==> src/rtl/i2c_regmap_pkg.sv <==
// i2c_regmap_pkg: shared types and constants for the I2C register-map controller.
//   byte_t          - 8-bit data byte
//   regmap_state_t  - controller FSM states
//   DEFAULT_NREGS   - default register count
package i2c_regmap_pkg;

    typedef logic [7:0] byte_t;

    typedef enum logic [2:0] {
        StIdle,
        StPtr,
        StWdata,
        StRd,
        StRdHold
    } regmap_state_t;

    localparam int unsigned DEFAULT_NREGS = 8;

endpackage

==> src/rtl/regmap_bank.sv <==
// regmap_bank: NREGS x 8-bit register storage with two write ports.
//   i_clock, i_reset        - clock, synchronous active-high reset (clears all registers)
//   i_bus_we/addr/wdata     - bus write port, always wins
//   i_hw_we/addr/wdata      - local write port, accepted only when the bus port is idle
//   o_hw_ack                - local write accepted this cycle
//   o_regs                  - flattened contents, register i at [8i+7:8i]
module regmap_bank
    import i2c_regmap_pkg::*;
#(
    parameter  int unsigned NREGS  = DEFAULT_NREGS,
    localparam int unsigned ADDR_W = $clog2(NREGS)
) (
    input  logic               i_clock,
    input  logic               i_reset,
    input  logic               i_bus_we,
    input  logic [ADDR_W-1:0]  i_bus_addr,
    input  logic [7:0]         i_bus_wdata,
    input  logic               i_hw_we,
    input  logic [ADDR_W-1:0]  i_hw_addr,
    input  logic [7:0]         i_hw_wdata,
    output logic               o_hw_ack,
    output logic [NREGS*8-1:0] o_regs
);

    byte_t [NREGS-1:0] r_mem;

    // Any committing bus write blocks the local port, regardless of address.
    assign o_hw_ack = i_hw_we & ~i_bus_we & ~i_reset;

    always_ff @(posedge i_clock) begin
        if (i_reset) begin
            r_mem <= '0;
        end else begin
            if (o_hw_ack) begin
                r_mem[i_hw_addr] <= i_hw_wdata;
            end
            if (i_bus_we) begin
                r_mem[i_bus_addr] <= i_bus_wdata;
            end
        end
    end

    assign o_regs = r_mem;

endmodule

==> src/rtl/i2c_regmap_ctrl.sv <==
// i2c_regmap_ctrl: sequences an I2C slave byte datapath onto a small register bank.
// First byte after a start loads the pointer, later bytes write with auto-increment,
// read phases stream registers to the slave transmit shifter. A local write port shares
// the bank; the bus has priority.
//   i_clock, i_reset          - clock, synchronous active-high reset
//   i_bus_start, i_bus_stop   - start/repeated-start and stop pulses
//   i_rx_valid, i_rx_data     - received byte strobe and data
//   i_tx_active, i_tx_empty   - master-read phase, shifter ready for a byte
//   o_tx_data, o_tx_load      - byte for the shifter and its load strobe
//   i_hw_we/addr/wdata, o_hw_ack - local write port and acceptance
//   o_regs, o_ptr, o_bus_wr   - register contents, pointer, bus write commit pulse
// Optional (macro I2C_REGMAP_WP_EN): i_wp_mask per-register bus write protect,
//   o_wp_hit pulses when a protected bus write is dropped.
module i2c_regmap_ctrl
    import i2c_regmap_pkg::*;
#(
    parameter  int unsigned NREGS  = DEFAULT_NREGS,
    localparam int unsigned ADDR_W = $clog2(NREGS)
) (
    input  logic               i_clock,
    input  logic               i_reset,
    input  logic               i_bus_start,
    input  logic               i_bus_stop,
    input  logic               i_rx_valid,
    input  logic [7:0]         i_rx_data,
    input  logic               i_tx_active,
    input  logic               i_tx_empty,
    output logic [7:0]         o_tx_data,
    output logic               o_tx_load,
    input  logic               i_hw_we,
    input  logic [ADDR_W-1:0]  i_hw_addr,
    input  logic [7:0]         i_hw_wdata,
    output logic               o_hw_ack,
    output logic [NREGS*8-1:0] o_regs,
    output logic [ADDR_W-1:0]  o_ptr,
    output logic               o_bus_wr
`ifdef I2C_REGMAP_WP_EN
    ,
    input  logic [NREGS-1:0]   i_wp_mask,
    output logic               o_wp_hit
`endif
);

    regmap_state_t     r_state;
    regmap_state_t     w_state_nxt;
    logic [ADDR_W-1:0] r_ptr;
    logic [ADDR_W-1:0] w_ptr_nxt;
    byte_t             r_tx_data;
    byte_t             w_tx_data_nxt;
    logic              w_tx_load;
    logic              w_data_byte;
    logic              w_wp_blk;
    logic              w_bus_we;
    logic              w_rx_ok;
    logic              w_tx_slot;
    byte_t             w_rd_byte;
    logic [NREGS*8-1:0] w_regs;

`ifdef I2C_REGMAP_WP_EN
    assign w_wp_blk = i_wp_mask[r_ptr];
    assign o_wp_hit = w_data_byte & w_wp_blk & ~i_reset;
`else
    assign w_wp_blk = 1'b0;
`endif

    // A start coincident with a received byte wins; the byte is discarded.
    assign w_rx_ok   = i_rx_valid & ~i_bus_start;
    assign w_tx_slot = i_tx_active & i_tx_empty;
    assign w_rd_byte = w_regs[{r_ptr, 3'b000} +: 8];
    assign w_bus_we  = w_data_byte & ~w_wp_blk;

    always_ff @(posedge i_clock) begin
        if (i_reset) begin
            r_state   <= StIdle;
            r_ptr     <= '0;
            r_tx_data <= '0;
        end else begin
            r_state   <= w_state_nxt;
            r_ptr     <= w_ptr_nxt;
            r_tx_data <= w_tx_data_nxt;
        end
    end

    always_comb begin
        w_state_nxt   = r_state;
        w_ptr_nxt     = r_ptr;
        w_tx_data_nxt = r_tx_data;
        w_tx_load     = 1'b0;
        w_data_byte   = 1'b0;

        unique case (r_state)
            StIdle: begin
                if (i_bus_start) begin
                    w_state_nxt = StPtr;
                end
            end
            StPtr: begin
                if (w_rx_ok) begin
                    w_ptr_nxt   = i_rx_data[ADDR_W-1:0];
                    w_state_nxt = StWdata;
                end else if (w_tx_slot) begin
                    w_state_nxt = StRd;
                end
            end
            StWdata: begin
                // Pointer advances even when the write is dropped by protection.
                if (w_rx_ok) begin
                    w_data_byte = 1'b1;
                    w_ptr_nxt   = r_ptr + 1'b1;
                end
            end
            StRd: begin
                if (w_tx_slot && !i_bus_stop && !i_bus_start) begin
                    w_tx_load     = 1'b1;
                    w_tx_data_nxt = w_rd_byte;
                    w_ptr_nxt     = r_ptr + 1'b1;
                    w_state_nxt   = StRdHold;
                end
            end
            StRdHold: begin
                // One dead cycle lets the shifter drop tx_empty after the load.
                w_state_nxt = StRd;
            end
            default: begin
                w_state_nxt = StIdle;
            end
        endcase

        // Stop/start override the per-state transition but keep the pointer.
        if (r_state != StIdle) begin
            if (i_bus_stop) begin
                w_state_nxt = StIdle;
            end else if (i_bus_start) begin
                w_state_nxt = StPtr;
            end
        end
    end

    regmap_bank #(
        .NREGS (NREGS)
    ) u_bank (
        .i_clock     (i_clock),
        .i_reset     (i_reset),
        .i_bus_we    (w_bus_we),
        .i_bus_addr  (r_ptr),
        .i_bus_wdata (i_rx_data),
        .i_hw_we     (i_hw_we),
        .i_hw_addr   (i_hw_addr),
        .i_hw_wdata  (i_hw_wdata),
        .o_hw_ack    (o_hw_ack),
        .o_regs      (w_regs)
    );

    assign o_regs    = w_regs;
    assign o_ptr     = r_ptr;
    assign o_tx_data = r_tx_data;
    assign o_tx_load = w_tx_load & ~i_reset;
    assign o_bus_wr  = w_bus_we & ~i_reset;

endmodule

==> config.mk <==
export PLATFORM = sky130hd
export DESIGN_NAME = i2c_regmap_ctrl
export DESIGN_NICKNAME = d
export VERILOG_FILES = /design/src/rtl/i2c_regmap_pkg.sv /design/src/rtl/regmap_bank.sv /design/src/rtl/i2c_regmap_ctrl.sv
export SDC_FILE = /design/constraint.sdc
export NUM_CORES = 1
export LEC_CHECK = 0
export BUFFER_PORTS_ARGS = -buffer_cell sky130_fd_sc_hd__buf_2
export CAP_MARGIN = 20
export CORE_MARGIN = 3
export CORE_UTILIZATION = 54
export DETAILED_ROUTE_END_ITERATION = 8
export GPL_TIMING_DRIVEN = 0
export PLACE_DENSITY = 0.8
export REMOVE_ABC_BUFFERS = 1
export SLEW_MARGIN = 10
export SYNTH_ARGS = -nofsm -noshare
export SYNTH_HDL_FRONTEND = slang
export SYNTH_SLANG_ARGS = --single-unit
==> constraint.sdc <==
create_clock -name i_clock -period 2.3 [get_ports i_clock]
set_input_delay 0.345 -clock i_clock [delete_from_list [all_inputs] [get_ports i_clock]]
set_output_delay 0.345 -clock i_clock [all_outputs]
set_load 0.01 [all_outputs]
==> out/results.ini <==
[detailed_routing]
dr.first_iter.drc_count=238
drt_pass1_iterations=5
drt-total-wl_um=13200
ant_nets=0
vias=4091
route.detailed.drc=0
avgViaCountPerCell=6.36
wl_per_cell_um=20.6

[sta]
finalHoldViolations=0
timing.setup.tns_ps=0
rsz0062_at_grt=no
slew_headroom_pct=42.3
drv_slew=0
fin_crit_sh_pct=96.0
fmax_mhz=453
worst_clock_skew_ps=7.42
tightest_slew_ps=862
setup_viol=0
period_minus_slack_ps=2210

[cts]
cts.sinks=78
clkLatencyLatePin_ps=370
clock_path_buffers=2
cts.clk_slew.worst_paths_ps=80
cts_buffers=9
cts_tree=done
htree_num_levels=3
postCtsHoldBufs=0
root_buffer=clkbuf_8

[global_routing]
grt.total_usage_pct=29.2
overflow=0
grt_antenna_before_repair=0
grt_pass1_wl_um=20500
grt_pass1_vias=3905
grt_max_degree=55

[synthesis]
synth-compound-area-share_pct=23.6
syn_avg_cell_area_um2=9.39
ys_ff_latch=78
yosysWarnings=0
synth_fa_ha_area_share_pct=0.284
synth_ff_type=dfxtp_1
synthArstFlopShare_pct=0
synth_simple_gate_area_share_pct=15.4
yosysSeqAreaShare_pct=35.5
syn_area_mm2=0.00440
synth-edff-count=0
synthXorXnorAreaFrac_pct=0
synth_top_family_by_area=compound AO/OA/AOI/OAI gates
synth_cells=469
ys_types=54
muxShareOfSynthArea_pct=18.1

[finish]
instances_no_fill=643
layout-drive-gt1-share_pct=30.9
final_cell_mix=103 x buf_2, 77 x nor2_1, 73 x mux2i_1, 73 x dfxtp_1, 57 x a211oi_1
synthToLayoutAreaGrowth_pct=13.4
fillerInstances=686
layout_commonest_cell=buf_2
n_antenna_cell=0
layout.nets=564

[placement]
hpwl_um=8640
dp.cells=623
place.port_buffers=104
gp_congestion=0.838

[worst_hold_path]
hold_end=r_state[1]$_SDFF_PP0_
holdPathStages=3
hold_start=i_bus_stop
hold_class=in2reg

[die]
die_h_um=96.3
die_area_mm2=0.00927
rows=32
start_util_pct=56.4
coreArea_mm2=0.00781
die_w_um=96.3
io_pins=105

[critical_path]
worstPathArrival_ps=1860
cpMaxStageDelayCell=dfxtp_2
reg2reg_from=o_ptr[2]$_SDFFE_PP0P_
reg2reg_slack_ps=120
path_cells=and2b_2 > and3_2 > nor2b_1 > buf_2
r2r-end=o_tx_data[1]$_SDFFE_PP0P_
cp_slowest_stage_delay_ps=500
cp-end-kind=primary output
cp_max_fo=18
cp-startpoint=r_state[1]$_SDFF_PP0_
required_ps=1960
startpoint_type=flip-flop
worst-setup-path-type=reg2out
reg2reg_depth=4

[run]
max-cap-violations=0

[power]
p_per_area_mw_per_mm2=528
power.total_mw=2.64
ir_drop_v=0.000332
p_leak_nw=2.38

[status]
status=finished clean

## sequential cells by signal, summed over array words and instances, names as in the netlist
register	flops
u_bank.o_regs	64
o_tx_data	8
o_ptr	3
r_state	3
## synthesized netlist by cell type, types with 4 or more instances
cell type,number,area (µm²)
a22oi_1,7,52.6
nand2_1,9,33.8
nand2b_1,4,25.0
buf_2,15,75.1
a211oi_1,57,428
a311oi_1,8,70.1
buf_6,4,45.0
nor3_1,4,20.0
a21oi_1,7,35.0
nor2_1,77,289
mux2_2,6,67.6
a221oi_1,10,87.6
dfxtp_1,78,1560
a211oi_2,8,100
o211ai_2,8,100
clkbuf_4,8,60.1
a211o_1,4,35.0
mux2i_1,73,731
nor2b_1,6,37.5
clkbuf_1,20,75.1
## cells by family after synthesis
family,Yosys count
adder cells (fa/ha/maj),1
flip-flops,78
buffers and inverters,55
multiplexers,79
AO/OA/AOI/OAI,125
AND/OR/NAND/NOR,131
## where the power goes
group / total (mW) / switching (mW) / internal, mW
clock network: 0.962 / 0.540 / 0.422
logic: 0.255 / 0.153 / 0.102
registers: 1.42 / 0.0490 / 1.37
total: 2.64 / 0.742 / 1.89
## critical path, delay by kind of cell (launching register included)
family,cells,cell delay (ps)
DFF,1,500
buffers and inverters,1,130
and+or+nand+nor,3,860
## layout make-up
| cell class | count | area (µm²) | share of cell area [%] |
|---|---|---|---|
| Sequential cell | 78 | 1570 | 31.4 |
| Timing Repair Buffer | 109 | 581 | 11.6 |
| Multi-Input combinational cell | 336 | 2530 | 50.7 |
| Clock inverter | 5 | 35.0 | 0.702 |
| Clock buffer | 11 | 141 | 2.83 |
| Inverter | 2 | 7.51 | 0.150 |
| Tap cell | 102 | 128 | 2.56 |
## worst max path at each step
stage               slack, ps                      endpoint  depth (start not counted)
finish                     90                     o_tx_load                          4
detailed placement       -480  u_bank.o_regs[52]$_SDFF_PP0_                          3
global route               10     o_tx_data[4]$_SDFFE_PP0P_                          4
floorplan                 310  u_bank.o_regs[56]$_SDFF_PP0_                          3
CTS                        60  u_bank.o_regs[28]$_SDFF_PP0_                          3
global placement         -480  u_bank.o_regs[22]$_SDFF_PP0_                          3
## per-stage QoR
| stage | utilization [%] | hold WS, ps | setup slack, ps | area, µm² |
|---|---|---|---|---|
| after floorplan | - | 410 | 314 | 4090 |
| final | 63.9 | 262 | 93.0 | 4990 |
| after global routing | 63.9 | 265 | 14.0 | 4990 |
| after CTS | 63.7 | 256 | 59.8 | 4970 |
| after detailed placement | 61.1 | 491 | -483 | 4770 |
| after global placement | 60.7 | 486 | -479 | 4740 |
## what timing repair did
item / 4_1_cts / 5_1_grt
pin swaps: 2 / 2
resized for setup: 5 / 1
setup buffers: 2 / 2
endpoints found under the setup margin: 40 / 23
## metal layers
layer  vias up  global-route usage, %  share of wire (%)
li1       1896                      -                  -
met1      1974                   38.1                 41
met2       205                   48.2                 48
met3        16                   4.85                9.4
met4         0                   10.8                1.5
met5         -                      0                  0
Power figures use the tool's default switching activity.
